[config.mk]
export PLATFORM = sky130hd
export DESIGN_NAME = fetch_sequencer_flat
export DESIGN_NICKNAME = d
export VERILOG_FILES = /design/src/rtl/fetch_sequencer_pkg.sv /design/src/rtl/fetch_sequencer_if.sv /design/src/rtl/fetch_sequencer.sv /design/src/flat_wrapper.sv
export SDC_FILE = /design/constraint.sdc
export NUM_CORES = 1
export LEC_CHECK = 0
export CAP_MARGIN = 30
export CORE_ASPECT_RATIO = 0.7
export CORE_MARGIN = 3
export CORE_UTILIZATION = 30
export CTS_CLUSTER_DIAMETER = 80
export DETAILED_ROUTE_END_ITERATION = 10
export REMOVE_ABC_BUFFERS = 1
export SLEW_MARGIN = 20
export SYNTH_ARGS = -nofsm -noshare
export SYNTH_HDL_FRONTEND = slang
export SYNTH_SLANG_ARGS = --single-unit
[constraint.sdc]
create_clock -name clk -period 3.05 [get_ports clk]
set_clock_uncertainty 0.05 [all_clocks]
set_input_delay 0.61 -clock clk [delete_from_list [all_inputs] [get_ports clk]]
set_output_delay 0.61 -clock clk [all_outputs]
set_load 0.03 [all_outputs]
[src/rtl/fetch_sequencer_pkg.sv]
// Shared definitions for the instruction fetch sequencer: state encoding,
// PC step and byte/word address helpers.
package fetch_sequencer_pkg;

   typedef enum logic [1:0] {
      ST_IDLE  = 2'd0,
      ST_FETCH = 2'd1,
      ST_HOLD  = 2'd2
   } fetch_state_e;

   localparam logic [31:0] PC_INC = 32'd4;

   function automatic logic [31:0] word_addr(input logic [31:0] byte_pc);
      return {2'b00, byte_pc[31:2]};
   endfunction

   function automatic logic [31:0] align_pc(input logic [31:0] byte_pc);
      return {byte_pc[31:2], 2'b00};
   endfunction

endpackage

[src/rtl/fetch_sequencer_if.sv]
// Fetch sequencer bus: control inputs, instruction-memory port and decode
// handshake. master = sequencer side, slave = memory/decode/control side.
interface fetch_sequencer_if;
   logic        fetch_en;
   logic        redirect_valid;
   logic [31:0] redirect_pc;
   logic [31:0] imem_addr;
   logic [31:0] imem_rdata;
   logic        out_valid;
   logic        out_ready;
   logic [31:0] out_instr;
   logic [31:0] out_pc;

   modport master (
      input  fetch_en, redirect_valid, redirect_pc, imem_rdata, out_ready,
      output imem_addr, out_valid, out_instr, out_pc
   );

   modport slave (
      output fetch_en, redirect_valid, redirect_pc, imem_rdata, out_ready,
      input  imem_addr, out_valid, out_instr, out_pc
   );
endinterface

[src/rtl/fetch_sequencer.sv]
// Instruction fetch sequencer: drives a registered-read instruction memory and
// offers one instruction per cycle to decode, with a one-entry skid for stalls.
//
// state    | meaning
// ST_IDLE  | nothing in flight, out_valid low
// ST_FETCH | imem_rdata is the instruction at cur_pc_q, offered to decode
// ST_HOLD  | stalled instruction parked in hold_instr_q/hold_pc_q, offered
module fetch_sequencer
   import fetch_sequencer_pkg::*;
#(
   parameter logic [31:0] RESET_PC   = 32'h0000_0000,
   parameter int unsigned IMEM_WORDS = 1024
) (
   input logic               clk,
   input logic               rst_n,
   fetch_sequencer_if.master bus
);

   fetch_state_e state_q, state_d;
   logic [31:0]  pc_q, pc_d;
   logic [31:0]  cur_pc_q, cur_pc_d;
   logic [31:0]  hold_instr_q, hold_instr_d;
   logic [31:0]  hold_pc_q, hold_pc_d;
   logic         issue;
   logic [31:0]  issue_pc;
   logic         unused_redirect_lsbs;

   assign unused_redirect_lsbs = ^bus.redirect_pc[1:0];

   always_ff @(posedge clk or negedge rst_n) begin
      if (!rst_n) begin
         state_q      <= ST_IDLE;
         pc_q         <= RESET_PC;
         cur_pc_q     <= RESET_PC;
         hold_instr_q <= '0;
         hold_pc_q    <= '0;
      end else begin
         state_q      <= state_d;
         pc_q         <= pc_d;
         cur_pc_q     <= cur_pc_d;
         hold_instr_q <= hold_instr_d;
         hold_pc_q    <= hold_pc_d;
      end
   end

   always_comb begin
      state_d       = state_q;
      pc_d          = pc_q;
      cur_pc_d      = cur_pc_q;
      hold_instr_d  = hold_instr_q;
      hold_pc_d     = hold_pc_q;
      issue         = 1'b0;
      issue_pc      = pc_q;
      bus.out_valid = 1'b0;
      bus.out_instr = '0;
      bus.out_pc    = '0;

      // A redirect squashes whatever is on offer; no handshake this cycle.
      if (bus.redirect_valid) begin
         if (bus.fetch_en) begin
            issue    = 1'b1;
            issue_pc = align_pc(bus.redirect_pc);
         end else begin
            pc_d    = align_pc(bus.redirect_pc);
            state_d = ST_IDLE;
         end
      end else begin
         unique case (state_q)
            ST_IDLE: begin
               issue = bus.fetch_en;
            end
            ST_FETCH: begin
               bus.out_valid = 1'b1;
               bus.out_instr = bus.imem_rdata;
               bus.out_pc    = cur_pc_q;
               if (bus.out_ready) begin
                  if (bus.fetch_en) issue = 1'b1;
                  else              state_d = ST_IDLE;
               end else begin
                  hold_instr_d = bus.imem_rdata;
                  hold_pc_d    = cur_pc_q;
                  state_d      = ST_HOLD;
               end
            end
            ST_HOLD: begin
               bus.out_valid = 1'b1;
               bus.out_instr = hold_instr_q;
               bus.out_pc    = hold_pc_q;
               if (bus.out_ready) begin
                  if (bus.fetch_en) issue = 1'b1;
                  else              state_d = ST_IDLE;
               end
            end
            default: begin
               state_d = ST_IDLE;
            end
         endcase
      end

      if (issue) begin
         cur_pc_d = issue_pc;
         pc_d     = issue_pc + PC_INC;
         state_d  = ST_FETCH;
      end

      // When idle or stalled the memory still sees pc_q; that read is discarded.
      bus.imem_addr = issue ? word_addr(issue_pc) : word_addr(pc_q);
   end

   a_imem_depth_pow2: assert property (@(posedge clk)
      (IMEM_WORDS != 0) && ((IMEM_WORDS & (IMEM_WORDS - 1)) == 0));

endmodule

[src/flat_wrapper.sv]
// flat-port wrapper written by rule: the top's interface ports become plain ports
module fetch_sequencer_flat import fetch_sequencer_pkg::*;
#(
   parameter logic [31:0] RESET_PC   = 32'h0000_0000,
   parameter int unsigned IMEM_WORDS = 1024
)
  (clk, rst_n, bus_fetch_en, bus_redirect_valid, bus_redirect_pc, bus_imem_rdata, bus_out_ready, bus_imem_addr, bus_out_valid, bus_out_instr, bus_out_pc);
  fetch_sequencer_if bus_i ();
  input logic clk;
  input logic rst_n;
  input wire logic [$bits(bus_i.fetch_en)-1:0] bus_fetch_en;
  input wire logic [$bits(bus_i.redirect_valid)-1:0] bus_redirect_valid;
  input wire logic [$bits(bus_i.redirect_pc)-1:0] bus_redirect_pc;
  input wire logic [$bits(bus_i.imem_rdata)-1:0] bus_imem_rdata;
  input wire logic [$bits(bus_i.out_ready)-1:0] bus_out_ready;
  output wire logic [$bits(bus_i.imem_addr)-1:0] bus_imem_addr;
  output wire logic [$bits(bus_i.out_valid)-1:0] bus_out_valid;
  output wire logic [$bits(bus_i.out_instr)-1:0] bus_out_instr;
  output wire logic [$bits(bus_i.out_pc)-1:0] bus_out_pc;
  assign bus_i.fetch_en = bus_fetch_en;
  assign bus_i.redirect_valid = bus_redirect_valid;
  assign bus_i.redirect_pc = bus_redirect_pc;
  assign bus_i.imem_rdata = bus_imem_rdata;
  assign bus_i.out_ready = bus_out_ready;
  assign bus_imem_addr = bus_i.imem_addr;
  assign bus_out_valid = bus_i.out_valid;
  assign bus_out_instr = bus_i.out_instr;
  assign bus_out_pc = bus_i.out_pc;
  fetch_sequencer #(.RESET_PC(RESET_PC), .IMEM_WORDS(IMEM_WORDS)) u_core (.clk(clk), .rst_n(rst_n), .bus(bus_i));
endmodule
After elaboration in Yosys (flattened, before gate mapping)
Index checks and enable logic that the tools add are counted.
{"block": "word_totals", "ff_bits": 130, "in_bits": 69, "output_inout_bits": 97, "wordCells": 41}
{"block": "op_classes", "addsub": 1, "n_eq_ne": 5, "n_mux": 22, "bitwise_logic": 2, "n_reduce_logical": 6}
{"op": "$mux 32", "count": 7}
{"op": "$pmux 32 s2", "count": 2}
{"op": "$add 32x3->32 const B", "count": 1}
{"op": "$mux 30", "count": 1}
{"op": "$mux 2", "count": 5}
{"op": "$pmux 2 s3", "count": 1}
{"op": "$mux 1", "count": 5}
{"op": "$ne 4x3->1 const B", "count": 1}
{"op": "$reduce_and 2->1", "count": 2}
{"op": "$ne 3x2->1 const B", "count": 1}
{"op": "$reduce_and 3->1", "count": 1}
{"op": "$eq 2x1->1 const B", "count": 1}
{"op": "$eq 2x2->1 const B", "count": 1}
{"op": "$logic_not 2->1", "count": 1}
{"op": "$ne 2x1->1 const B", "count": 1}
{"op": "$not 1->1", "count": 2}
{"op": "$pmux 1 s2", "count": 1}
{"op": "$reduce_bool 2->1", "count": 1}
{"op": "$reduce_or 2->1", "count": 1}

Longest topological paths before layout
Gate-level depths: netlist of run 1.
{"block": "depth", "ltp_word": 6, "mapped_depth": 14, "mapped_depth_nobuf": 9}

Worst setup path after synthesis of run 1
Ideal clock, no wire load.
{"block": "synth_timing", "kind": "input -> register", "from": "input port bus_redirect_valid", "to": "register u_core.pc_q[20]", "setup_ns": 0.121, "arrival_ns": 3.221, "setup_slack_ns": -0.342, "cell_stages": 14, "cell_sequence": "and2_4 > buf_6 > buf_6 > buf_4 > buf_1 > clkbuf_1 > nand2_1 > nand2_1 > ha_1 > nand4_1 > nor4_2 > o2111a_1 > nor3_1 > o22a_1"}
{"block": "synth_via", "elab_chain_cells": 3, "word_cells_on_any_way": 7, "cone_classes": "add/sub: 1; eq/ne: 1; mux: 3; reduce/logical: 2"}
{"item": "start: declaration", "line_no": "flat_wrapper.sv:12", "source": "input wire logic [$bits(bus_i.redirect_valid)-1:0] bus_redirect_valid;"}
{"item": "$mux 32", "line_no": "fetch_sequencer.sv:59", "source": "if (bus.redirect_valid) begin"}
{"item": "via u_core.issue_pc[2]", "line_no": "fetch_sequencer.sv:25", "source": "logic [31:0] issue_pc;"}
{"item": "$add 32x3->32", "line_no": "fetch_sequencer.sv:102", "source": "pc_d = issue_pc + PC_INC;"}
{"item": "$mux 32", "line_no": "fetch_sequencer.sv:100", "source": "if (issue) begin"}
{"item": "end signal: assignment", "line_no": "fetch_sequencer.sv:39", "source": "pc_q <= pc_d;"}
{"item": "end: declaration", "line_no": "fetch_sequencer.sv:20", "source": "logic [31:0] pc_q, pc_d;"}
The timed path passes the listed nets, and every way through them passes these cells.
A chain may end at the register's enable or synchronous reset.

Final worst setup path of run 1
{"block": "layout_timing", "from": "input port bus_fetch_en", "to": "output port bus_imem_addr[28]"}
{"block": "layout_via", "elab_chain_cells": 5, "word_cells_on_any_way": 7, "cone_classes": "mux: 7"}
{"item": "start: declaration", "line_no": "flat_wrapper.sv:11", "source": "input wire logic [$bits(bus_i.fetch_en)-1:0] bus_fetch_en;"}
{"item": "$mux 1", "line_no": "fetch_sequencer.sv:60, fetch_sequencer.sv:77, fetch_sequencer.sv:90"}
{"item": "$mux 1", "line_no": "fetch_sequencer.sv:76", "source": "if (bus.out_ready) begin"}
{"item": "$pmux 1 s2", "line_no": "fetch_sequencer.sv:68", "source": "unique case (state_q)"}
{"item": "$mux 1", "line_no": "fetch_sequencer.sv:59"}
{"item": "$mux 30 *", "line_no": "fetch_sequencer.sv:107", "source": "bus.imem_addr = issue ? word_addr(issue_pc) : word_addr(pc_q);"}
{"item": "end: declaration", "line_no": "flat_wrapper.sv:16", "source": "output wire logic [$bits(bus_i.imem_addr)-1:0] bus_imem_addr;"}
Mark *: on every way between the ends. The rest lies on a longest branch, timed or not.

==> qor.yml, run 1 <==
clkTransAtPathRegs_ns: 0.06
crit_arrival_ns: 2.29
relSlewSlack: 0.583
final_common_cell: "buf_4"
dpl.hpwl_um: 17500
portBuffers: 161
die_area_mm2: 0.0269
viasPerCell: 5.11
nets: 1110
synth_edf_count: 0
final_cell_area_mm2: 0.0106
synth_xor_area_frac: 0.0199
ys_seq_area_frac: 0.435
grt_usage: 0.183
cts_tree: "yes"
cts_sinks: 130
path_class: "input port to output port"
worstSetupStartpointType: "input port"
place_ws_ns: -0.214
gp_congestion: 0.837
die_y_um: 138
ant_nets: 0
yosys_warnings: 0
synthMuxAreaShare: 0.143
hold_viol: 0
grt_pass1_wl_um: 39300
power_frac_clock: 0.332
synthSimpleGateAreaFrac: 0.165
max_clock_freq_mhz: 339
synthArstFlopShare: 1.00
leakagePower_nw: 4.70
grt_antenna_before_repair: 0
maxCapViolations: 0
syn_avg_cell_area_um2: 9.07
synthCells: 825
cts_root_buf: "clkbuf_16"
wl_per_cell_um: 18.0
period_minus_slack_ns: 2.95
seqPwrFrac: 0.361
cp.depth: 7
clockBufferDepth: 2
htreeDepth: 4
drt-initial-drc-count: 536
worst_hold_path_type: "input port to asynchronous set/reset pin"
fin_ws_ns: 0.0977
critPathBufInv: 5
drc: 0
endpoint_kind: "output port"
p_per_area_mw_per_mm2: 661
antenna_cells: 0
synth_ff_type: "dfrtp_1"
final_cell_mix: "137 x buf_4, 129 x dfrtp_1, 124 x nand2_1"
p_sw_frac: 0.326
synth_cell_types: 57
r2r_cells: 8
drive_gt1_frac: 0.264
ys_ff_latch: 130
post-route-period-util: 0.968
numCtsBuffers: 17
synthAdderAreaFrac: 0.00836
cpMostUsedCell: "buf_4"
p_int_mw: 4.71
cts_hold_buf: 0
ios: 166
slew_viol_final: 0
fp.dieW_um: 195
p_switching_mw: 2.28
wl_um: 24600
pwr-share-comb: 0.307
grt_max_degree: 61
finalPower_mw: 6.99
grt_pass1_vias: 6983
via_count: 6985
outcome: "complete, no violations"
cpPeakStageDelay_ns: 0.54
irDropWorstVdd_mv: 0.404
drt_first_pass_iters: 5
initial_core_util: 0.311
setup_viol: 0
rsz0062_at_grt: "false"
num_rows: 47
cp_top_family: "buffers and inverters"
synth_top_family_by_area: "compound AO/OA/AOI/OAI gates"
place_area_mm2: 0.00992
core_mm2: 0.0241
synth_compound_area_frac: 0.182
worst_pin_slew_ns: 0.626
grt_overflow: 0
cpMaxStageDelayCell: "clkdlybuf4s50_1"
syn2layout_area_growth_pct: 41.3
required_ns: 2.39
cp_max_fo: 17
synth_area_mm2: 0.00749
worstSkewPairLatency_ns: 0.43
crit_path_cell_trace: "clkdlybuf4s50_1 -> and2_4 -> buf_8 -> buf_4 -> mux2i_1 -> inv_1 -> buf_4"
==> registers in the layout (all words and copies together), names as in the netlist <==
name / flops
u_core.cur_pc_q: 32
u_core.hold_instr_q: 32
u_core.hold_pc_q: 32
u_core.pc_q: 32
u_core.state_q: 2
==> worst reg2reg max path, delay by kind of cell, from the launching register on <==
| kind | cells | cell delay (ns) |
|---|---|---|
| buffers and inverters | 2 | 0.29 |
| DFF | 1 | 0.45 |
| and+or+nand+nor | 1 | 0.23 |
| adders and majority gates | 1 | 0.38 |
| AOI/OAI and AO/OA | 4 | 0.80 |
==> worst paths after layout <==
path / startpoint / slack (ns) / endpoint
max: bus_fetch_en / 0.1 / bus_imem_addr[28]
min: rst_n / 0.13 / u_core.hold_instr_q[11]
max reg2reg: u_core.state_q[0] / 0.73 / u_core.pc_q[16]
min reg2reg: u_core.pc_q[1] / 0.45 / u_core.pc_q[1]
max in group asynchronous: rst_n / 2.05 / u_core.cur_pc_q[12]
min in group clk: u_core.pc_q[1] / 0.45 / u_core.pc_q[1]
==> cell usage after synthesis (4+ instances only) <==
| library cell | instances | area, um^2 |
|---|---|---|
| nand3_1 | 11 | 55.1 |
| xor2_1 | 7 | 61.3 |
| mux2i_1 | 22 | 220 |
| nor2_1 | 93 | 349 |
| o21ai_0 | 42 | 210 |
| o22ai_1 | 9 | 56.3 |
| nand4_1 | 17 | 106 |
| o21ai_1 | 10 | 50.1 |
| clkbuf_1 | 44 | 165 |
| buf_1 | 7 | 26.3 |
| o22a_1 | 4 | 35.0 |
| ha_1 | 5 | 62.6 |
| a31oi_1 | 11 | 68.8 |
| dfrtp_1 | 130 | 3250 |
| mux2_2 | 74 | 833 |
| and3_1 | 6 | 37.5 |
| xnor2_1 | 10 | 87.6 |
| nand2b_1 | 4 | 25.0 |
| buf_2 | 4 | 20.0 |
| a21oi_1 | 38 | 190 |
| a22oi_1 | 68 | 510 |
| nand2_1 | 125 | 469 |
| nor3_1 | 8 | 40.0 |
| inv_1 | 25 | 93.8 |
==> layer usage <==
metal  global-route usage  share of wire
met5                    0              0
met4               0.0536          0.014
met3               0.0430          0.067
met2                0.266           0.43
met1                0.272           0.49
==> power by group through the flow <==
stage	Combinational, mW	Sequential (mW)	Clock (mW)
global route	2.34	2.59	2.44
detailed placement	2.18	2.55	0
global placement	2.14	2.52	0
finish	2.15	2.52	2.32
CTS	2.17	2.52	2.37
floorplan	1.29	2.46	0
==> repair_timing <==
action                                  in CTS  in global routing
endpoints found under the setup margin      43                  6
setup buffers                                3                  0
resized for setup                           36                  3
pin swaps                                    1                  0
==> cells by family (layout without fill, tap and decap cells) <==
family	Yosys count	count (layout)
flops	130	130
other cells	1	2
simple gates	281	281
mux	97	97
xor+xnor	17	17
compound gates	208	208
buf+inv	86	309
fa+ha+maj	5	5
==> per-stage QoR <==
step | hold WS (ns) | util | cells | TNS [ns]
after floorplan | 0.264 | - | 766 | -139.11
after global placement | 0.435 | 0.413 | 1332 | -1.80
after detailed placement | 0.437 | 0.413 | 1332 | -2.73
after CTS | 0.144 | 0.440 | 1367 | 0
after global routing | 0.159 | 0.440 | 1367 | 0
final | 0.132 | 0.440 | 1367 | 0
==> area by class of cell <==
cell class              count  area, um^2
flip-flops and latches    130        3250
clock buffers              19         453
well taps                 318         398
fillers                  2367       13500
inverters                  26        97.6
repair buffers            251        2260
clock inverters            13         206
multi-input cells         610        3910
No activity file was read; power rests on OpenSTA's default activity.
==> run 2: changes to the inputs <==
--- a/config.mk
+++ b/config.mk
@@ -7,7 +7,6 @@
 export LEC_CHECK = 0
 export CAP_MARGIN = 30
 export CORE_ASPECT_RATIO = 0.7
-export CORE_MARGIN = 3
 export CORE_UTILIZATION = 30
 export CTS_CLUSTER_DIAMETER = 80
 export DETAILED_ROUTE_END_ITERATION = 10
==> qor.yml, run 2 (same netlist as run 1, synthesis figures left out) <==
worstSetupStartpointType: "input port"
cpPeakStageDelay_ns: 0.53
cp.depth: 6
p_per_area_mw_per_mm2: 665
outcome: "complete, no violations"
initial_core_util: 0.311
cpMostUsedCell: "buf_4"
grt_antenna_before_repair: 0
dp_cells: 1337
cpMaxStageDelayCell: "clkdlybuf4s50_1"
fp.dieW_um: 191
fin_tns_setup_ns: 0
fin_ws_ns: 0.0824
finalPower_mw: 7.09
die_y_um: 134
final_cell_mix: "137 x buf_4, 130 x dfrtp_1, 123 x nand2_1"
leakagePower_nw: 4.76
relSlewSlack: 0.618
via_count: 7007
die_area_mm2: 0.0256
syn2layout_area_growth_pct: 42.6
nets: 1115
r2r_cells: 7
critPathBufInv: 4
worst_hold_path_type: "input port to asynchronous set/reset pin"
wl_per_cell_um: 17.4
clockBufferDepth: 2
ios: 166
required_ns: 2.39
clkTransAtPathRegs_ns: 0.06
path_class: "input port to output port"
worst_pin_slew_ns: 0.572
slew_viol_final: 0
period_minus_slack_ns: 2.97
place_ws_ns: -0.246
rsz0062_at_grt: "true"
dpl.hpwl_um: 17100
final_common_cell: "buf_4"
drt-initial-drc-count: 396
grt_max_degree: 61
cts_sinks: 130
worstSkewPairLatency_ns: 0.43
setup_viol: 0
endpoint_kind: "output port"
crit_path_cell_trace: "clkdlybuf4s50_1 -> and2_4 -> buf_4 -> mux2i_2 -> inv_1 -> buf_4"
fin_util: 0.444
grt_overflow: 0
drc: 0
ant_nets: 0
cts_root_buf: "clkbuf_16"
numCtsBuffers: 17
cts_tree: "yes"
num_rows: 47
max_clock_freq_mhz: 337
grt_pass1_wl_um: 37800
viasPerCell: 5.11
rrSetupSlack_ns: 0.66
fillers: 2373
drt_first_pass_iters: 5
htreeDepth: 4
cp_top_family: "buffers and inverters"
irDropWorstVdd_mv: 0.424
grt_usage: 0.192
portBuffers: 161
maxCapViolations: 0
final_cells: 1372
core_mm2: 0.0241
antenna_cells: 0
crit_arrival_ns: 2.31
grt_pass1_vias: 6790
post-route-period-util: 0.973
hold_viol: 0
gp_congestion: 0.848
drive_gt1_frac: 0.265
cp_max_fo: 10
wl_um: 23900
## run 2: worst reg2reg max path: stages (launching register included)
cell and delay (ns):
dfrtp_1 0.42, inv_1 0.11, ha_1 0.35, a21oi_1 0.17
or2_0 0.48, nand2_1 0.38, o22ai_1 0.26, a21oi_1 0.06
## run 2: metrics by stage
step	hold WS (ns)	area, um^2
2_1_floorplan	0.264	7230
3_3_place_gp	0.435	9980
3_5_place_dp	0.442	9980
4_1_cts	0.109	10600
5_1_grt	0.118	10700
6_report	0.102	10700
## run 2: where the power goes
group	leakage (nW)	switching, mW	total [mW]	internal, mW
registers	1.57	0.306	2.52	2.22
logic	2.86	1.14	2.13	0.989
clock network	0.333	0.838	2.44	1.60
## run 2: path summary, 6_finish.rpt
| path | from | endpoint |
|---|---|---|
| worst max-delay path | bus_fetch_en | bus_imem_addr[21] |
| worst min-delay path | rst_n | u_core.hold_pc_q[21] |
| worst max register to register | u_core.state_q[1] | u_core.pc_q[23] |
| worst min register to register | u_core.cur_pc_q[26] | u_core.cur_pc_q[26] |
| max in group asynchronous | rst_n | u_core.hold_instr_q[2] |
| min in group clk | u_core.cur_pc_q[26] | u_core.cur_pc_q[26] |
## run 2: area by class of cell
cell class	instances	area, um^2	share of cell area
multi-input cells	610	3920	0.368
repair buffers	256	2310	0.216
inverters	26	97.6	0.00915
well taps	318	398	0.0373
flip-flops and latches	130	3250	0.305
clock buffers	20	467	0.0437
clock inverters	12	226	0.0212
## run 2: what timing repair did
action,CTS,global route
hold buffers,0,0
setup buffers,0,3
pin swaps,0,1
setup endpoints to repair,41,6
gates resized for setup,43,2
## run 2: layer usage
layer	vias up	global-route usage	wire length, um
met3	14	0.0442	1320
met4	0	0.0520	199
met5	-	0	0
met1	3438	0.278	12000
li1	3365	-	-
met2	190	0.284	10400
==> run 3: changes to the inputs <==
--- a/config.mk
+++ b/config.mk
@@ -5,11 +5,13 @@
 export SDC_FILE = /design/constraint.sdc
 export NUM_CORES = 1
 export LEC_CHECK = 0
+export ABC_AREA = 1
 export CAP_MARGIN = 30
 export CORE_ASPECT_RATIO = 0.7
 export CORE_UTILIZATION = 30
 export CTS_CLUSTER_DIAMETER = 80
 export DETAILED_ROUTE_END_ITERATION = 10
+export GPL_TIMING_DRIVEN = 0
 export REMOVE_ABC_BUFFERS = 1
 export SLEW_MARGIN = 20
 export SYNTH_ARGS = -nofsm -noshare
==> qor.yml, run 3 <==
synthArstFlopShare: 1.00
relSlewSlack: 0.549
ios: 166
synth_edf_count: 0
cts_tree: "yes"
place_area_mm2: 0.00940
required_ns: 2.39
worstSkewPairLatency_ns: 0.43
fin_util: 0.405
synth_cell_types: 34
drc: 0
hold_ws_ns: 0.0460
ys_ff_latch: 130
fillers: 2570
post-route-period-util: 0.983
viasPerCell: 4.96
reg2reg_from: "u_core.state_q[0]"
ys_seq_area_frac: 0.431
num_rows: 48
rsz0062_at_grt: "false"
period_minus_slack_ns: 3.00
worstSetupStartpointType: "input port"
yosys_warnings: 0
synth_commonest_cells: "309 x nand2_1, 167 x o21ai_0, 130 x dfrtp_1"
setup_viol: 0
die_area_mm2: 0.0258
leakagePower_nw: 4.38
via_count: 7549
synthCells: 1062
irDropWorstVdd_mv: 0.461
gp_congestion: 0.807
cts_root_buf: "clkbuf_16"
hold_viol: 0
final_cell_area_mm2: 0.0100
crit_arrival_ns: 2.34
cts_hold_buf: 0
final_cells: 1522
synth_ff_type: "dfrtp_1"
final_common_cell: "nand2_1"
synth_area_leaders: "dfrtp_1 43%, nand2_1 15%, o21ai_0 11%"
maxCapViolations: 0
synth_top_area_share: 0.431
initial_core_util: 0.306
slew_viol_final: 0
critPathLaunch: "bus_redirect_valid"
worst_hold_path_type: "input port to asynchronous set/reset pin"
syn2layout_area_growth_pct: 32.5
grt_overflow: 0
r2r_cells: 11
numCtsBuffers: 17
ant_nets: 0
drt-initial-drc-count: 630
clkTransAtPathRegs_ns: 0.06
final_cell_mix: "307 x nand2_1, 167 x o21ai_0, 129 x dfrtp_1"
drt-met1-wl_um: 12600
synth_area_mm2: 0.00755
max_clock_freq_mhz: 333
yosysMostFrequentCell: "nand2_1"
wl_per_cell_um: 16.6
antenna_cells: 0
dpl.hpwl_um: 15300
grt_usage: 0.197
drt_first_pass_iters: 6
core_mm2: 0.0247
grt_antenna_before_repair: 0
route.met2.wl_um: 10700
fin_tns_setup_ns: 0
drive_gt1_frac: 0.140
cts_sinks: 130
path_class: "input port to output port"
clockBufferDepth: 2
worst_pin_slew_ns: 0.677
yosysTopAreaCell: "dfrtp_1"
grt_max_degree: 95
wl_um: 25300
outcome: "complete, no violations"
portBuffers: 161
syn_avg_cell_area_um2: 7.11
grt_pass1_vias: 7083
fp.dieW_um: 192
endpoint_kind: "output port"
dp_cells: 1481
htreeDepth: 4
cp_max_fo: 27
p_per_area_mw_per_mm2: 1030
grt_pass1_wl_um: 39200
topRoutingLayerUsed: "met4"
die_y_um: 135
route.met3.wl_um: 1790
nets: 1259
## run 3: cell types whose count changed after synthesis, moves of 10 or more
cell,before,now
o21ai_0,42,167
mux2i_1,22,0
xnor2_1,10,0
nand2_1,125,309
a21oi_1,38,78
nand2_2,0,11
nand3_1,11,64
a22oi_1,68,0
inv_1,25,59
mux2_2,74,0
nor2_2,0,11
## run 3: worst paths after layout
check,to,slack (ns)
setup / recovery,bus_imem_addr[25],0.05
hold / removal,u_core.hold_instr_q[27],0.05
setup reg to reg,u_core.pc_q[21],0.43
hold reg to reg,u_core.cur_pc_q[24],0.42
max in group asynchronous,u_core.hold_pc_q[25],2.16
min in group clk,u_core.cur_pc_q[24],0.42
## run 3: routing by layer
metal	GRT usage	up-vias
met5	0	-
met4	0.0542	0
met3	0.0442	19
met2	0.285	272
met1	0.291	3539
li1	-	3719
## run 3: where the power goes
part	switching (mW)	total [mW]	internal (mW)	leakage [nW]
combinational	3.62	5.24	1.62	2.50
sequential	0.397	2.93	2.53	1.59
clock	0.819	2.18	1.36	0.296
## run 3: through the flow
step	power [mW]	setup slack, ns
2_1_floorplan	6.08	-0.861
3_3_place_gp	7.99	-5.08
3_5_place_dp	8.12	-0.664
4_1_cts	10.4	0.00000888
5_1_grt	11.1	0.0000251
6_report	10.3	0.0513
## run 3: critical path, stage by stage
cell and delay (ns):
buf_4 0.19, buf_16 0.19, nand2_8 0.24, nand2_1 0.09, nand2_1 0.24, clkdlybuf4s50_1 0.74
## run 3: cell type report
| type | instances | area, um^2 | share of cell area |
|---|---|---|---|
| clock buffer | 18 | 429 | 0.0429 |
| clock inverter | 13 | 185 | 0.0185 |
| inverter | 62 | 278 | 0.0278 |
| multi-input combinational | 800 | 3840 | 0.384 |
| sequential | 130 | 3250 | 0.325 |
| tap | 325 | 407 | 0.0407 |
| timing repair buffer | 173 | 1600 | 0.160 |
| timing repair inverter | 1 | 11.3 | 0.00113 |
## run 3: logic make-up after synthesis
family,after synthesis,synth area share
flip-flops,130,0.431
AND/OR/NAND/NOR,509,0.283
XOR/XNOR,5,0.00580
AO/OA/AOI/OAI,276,0.192
other,1,0.000497
adder cells (fa/ha/maj),5,0.00829
buffers and inverters,136,0.0796
## run 3: what timing repair did
action | 4_1_cts | 5_1_grt
gates cloned | 2 | 2
resized for setup | 237 | 59
endpoints found under the setup margin | 129 | 83
pin swaps | 2 | 1
setup buffers | 6 | 0
==> edit, RTL diff (config.mk and constraints of run 1) <==
`hold_instr_q` no longer has a reset.
--- a/src/rtl/fetch_sequencer.sv
+++ b/src/rtl/fetch_sequencer.sv
@@ -33,5 +33,4 @@
          pc_q         <= RESET_PC;
          cur_pc_q     <= RESET_PC;
-         hold_instr_q <= '0;
          hold_pc_q    <= '0;
       end else begin
@@ -39,7 +38,10 @@
          pc_q         <= pc_d;
          cur_pc_q     <= cur_pc_d;
-         hold_instr_q <= hold_instr_d;
          hold_pc_q    <= hold_pc_d;
       end
+   end
+
+   always_ff @(posedge clk) begin
+      hold_instr_q <= hold_instr_d;
    end
 
Check against the original RTL: no difference found for any inputs over 4 cycles, from zero or initial values and one cycle with rst_n low; that may be too few to reach the edited logic, so the function may still have changed.
==> edit against run 1 <==
Final cell count hardly changed; critical path depth is 2 higher; final area is 3.3% higher; wire length is 3.0% lower; synthesized area is 1.9% lower; sequential cell count stayed put; critical path type unchanged; power is 1.2% higher; critical endpoint is now bus_imem_addr[21]; setup slack worse by 0.039 ns.
==> edit: results (changes against run 1) <==
{| class="wikitable"
! Metric !! Value
|-
| Outcome || completed (unchanged)
|-
| Synth async-reset ratio || 0.7538 (was 1.000)
|-
| Worst-path cell with the longest stage delay || sky130_fd_sc_hd__clkdlybuf4s50_1 (unchanged)
|-
| Highest net fanout along the worst path || 11 (was 17)
|-
| Initial detailed-routing violation count || 461 (was 536)
|-
| Via count of the first global-routing pass || 6,734 (was 6,983)
|-
| Total global-route track usage || 0.1808 (was 0.1834)
|-
| Number of vias per cell || 5.074 (was 5.110)
|-
| Cell depth of the worst flop-to-flop path || 10 (was 8)
|-
| Top cells by instance count after synthesis || 102 x sky130_fd_sc_hd__nand2_1, 100 x sky130_fd_sc_hd__nor2_1, 98 x sky130_fd_sc_hd__dfrtp_1 (was 130 x sky130_fd_sc_hd__dfrtp_1, 125 x sky130_fd_sc_hd__nand2_1, 93 x sky130_fd_sc_hd__nor2_1)
|-
| Nets || 1,111 (was 1,110)
|-
| Largest net degree at the start of global routing || 59 (was 61)
|-
| Leading cell types by total area after synthesis || sky130_fd_sc_hd__dfrtp_1 33%, sky130_fd_sc_hd__edfxtp_1 13%, sky130_fd_sc_hd__a22oi_1 7.6%, sky130_fd_sc_hd__mux2_2 5.5%, sky130_fd_sc_hd__nand2_1 5.2% (was sky130_fd_sc_hd__dfrtp_1 43%, sky130_fd_sc_hd__mux2_2 11%, sky130_fd_sc_hd__a22oi_1 6.8%, sky130_fd_sc_hd__nand2_1 6.3%, sky130_fd_sc_hd__nor2_1 4.7%)
|-
| Pre-CTS worst setup slack || -0.3562 ns (was -0.2142 ns)
|-
| FF-to-FF End || u_core.pc_q[23] (was u_core.pc_q[16])
|-
| Fraction of the yosys area taken by sequential cells || 0.4650 (was 0.4346)
|-
| Detailed-route wire length || 23,810 um (was 24,550 um)
|-
| Delay of the slowest cell on the worst path || 0.48 ns (was 0.54 ns)
|-
| Gpl congestion || 0.8898 (was 0.8366)
|-
| Fill count || 2,267 (was 2,367)
|-
| Met1 wire length || 11,820 um (was 11,970 um)
|-
| Uppermost signal routing layer after detailed routing || met5 (was met4)
|-
| WHS || 0.1181 ns (was 0.1320 ns)
|-
| Wire length of the first global-routing pass || 36,960 um (was 39,320 um)
|-
| Antenna violations before repair || 1 (was 0)
|-
| Met3 WL || 1543 um (was 1636 um)
|-
| Post-synth cell types || 63 (was 57)
|-
| Power per standard cell area || 647.6 mW/mm^2 (was 660.6 mW/mm^2)
|-
| Half-perimeter wire length after placement || 16,920 um (was 17,470 um)
|-
| Minimum setup slack among reg-to-reg paths || 0.21 ns (was 0.73 ns)
|-
| Max VDD drop || 0.3584 mV (was 0.4037 mV)
|-
| Met2 layer wire length in the routed design || 10,140 um (was 10,600 um)
|}
-- edit: changes by cell type in the layout (fill, tap and decap cells not counted), moves of 7 or more --
cell,delta
sky130_fd_sc_hd__nand3_1,+7
sky130_fd_sc_hd__mux2_2,-38
sky130_fd_sc_hd__nand2_1,-22
sky130_fd_sc_hd__edfxtp_1,+32
sky130_fd_sc_hd__buf_12,+29
sky130_fd_sc_hd__nor2_1,+7
sky130_fd_sc_hd__buf_4,+27
sky130_fd_sc_hd__dlygate4sd2_1,-28
sky130_fd_sc_hd__dfrtp_1,-31
-- edit: report_power, final --
group	switching, mW	internal [mW]
registers	0.283	2.22
clock network	0.777	1.26
logic	1.36	1.18
total	2.42	4.66
-- edit: metal layers --
metal  track usage  vias up
met1        0.2616     3329
met2        0.2713      226
met3       0.04327       20
met4       0.04737        2
li1              -     3364
met5             0        -
-- edit: cells by family (layout without fill, tap and decap cells) --
family	Yosys count	count (layout)	synth area share
AND/OR/NAND/NOR	277	277	0.1694
AO/OA/AOI/OAI	226	226	0.2013
flip-flops	130	130	0.4650
buffers and inverters	92	339	0.05318
multiplexers	63	63	0.09255
XOR/XNOR	8	8	0.009545
adder cells (fa/ha/maj)	5	5	0.008522
other	1	2	0.0005108
-- edit: timing repair --
item | in CTS | in global routing
setup endpoints to repair | 8 | 9
endpoints found under the hold margin | 0 | 0
gates resized for setup | 10 | 10
pin swaps | 0 | 0
-- edit: worst max-delay path by stage --
| stage | from | to | slack, ns |
|---|---|---|---|
| floorplan | u_core.state_q[1] | u_core.hold_pc_q[0] | -2.16 |
| global placement | bus_redirect_valid | u_core.pc_q[30] | -0.33 |
| detailed placement | bus_redirect_valid | u_core.pc_q[30] | -0.36 |
| CTS | bus_redirect_valid | bus_imem_addr[22] | 0.05 |
| global route | u_core.state_q[0] | bus_out_pc[2] | -0.008 |
| finish | bus_redirect_valid | bus_imem_addr[21] | 0.06 |
-- edit: per-stage QoR --
step	cells	total power, mW	setup TNS, ns
floorplan	739	3.827	-149.26
global placement	1337	5.014	-5.420
detailed placement	1337	5.072	-6.243
CTS	1368	7.138	0
global route	1368	7.496	-0.02083
finish	1368	7.077	0
-- edit: cell type report --
type,count,area share
inverters,28,0.009619
repair buffers,279,0.2560
clock inverters,7,0.006527
flip-flops and latches,130,0.3124
clock buffers,25,0.04729
well taps,318,0.03641
multi-input cells,581,0.3317
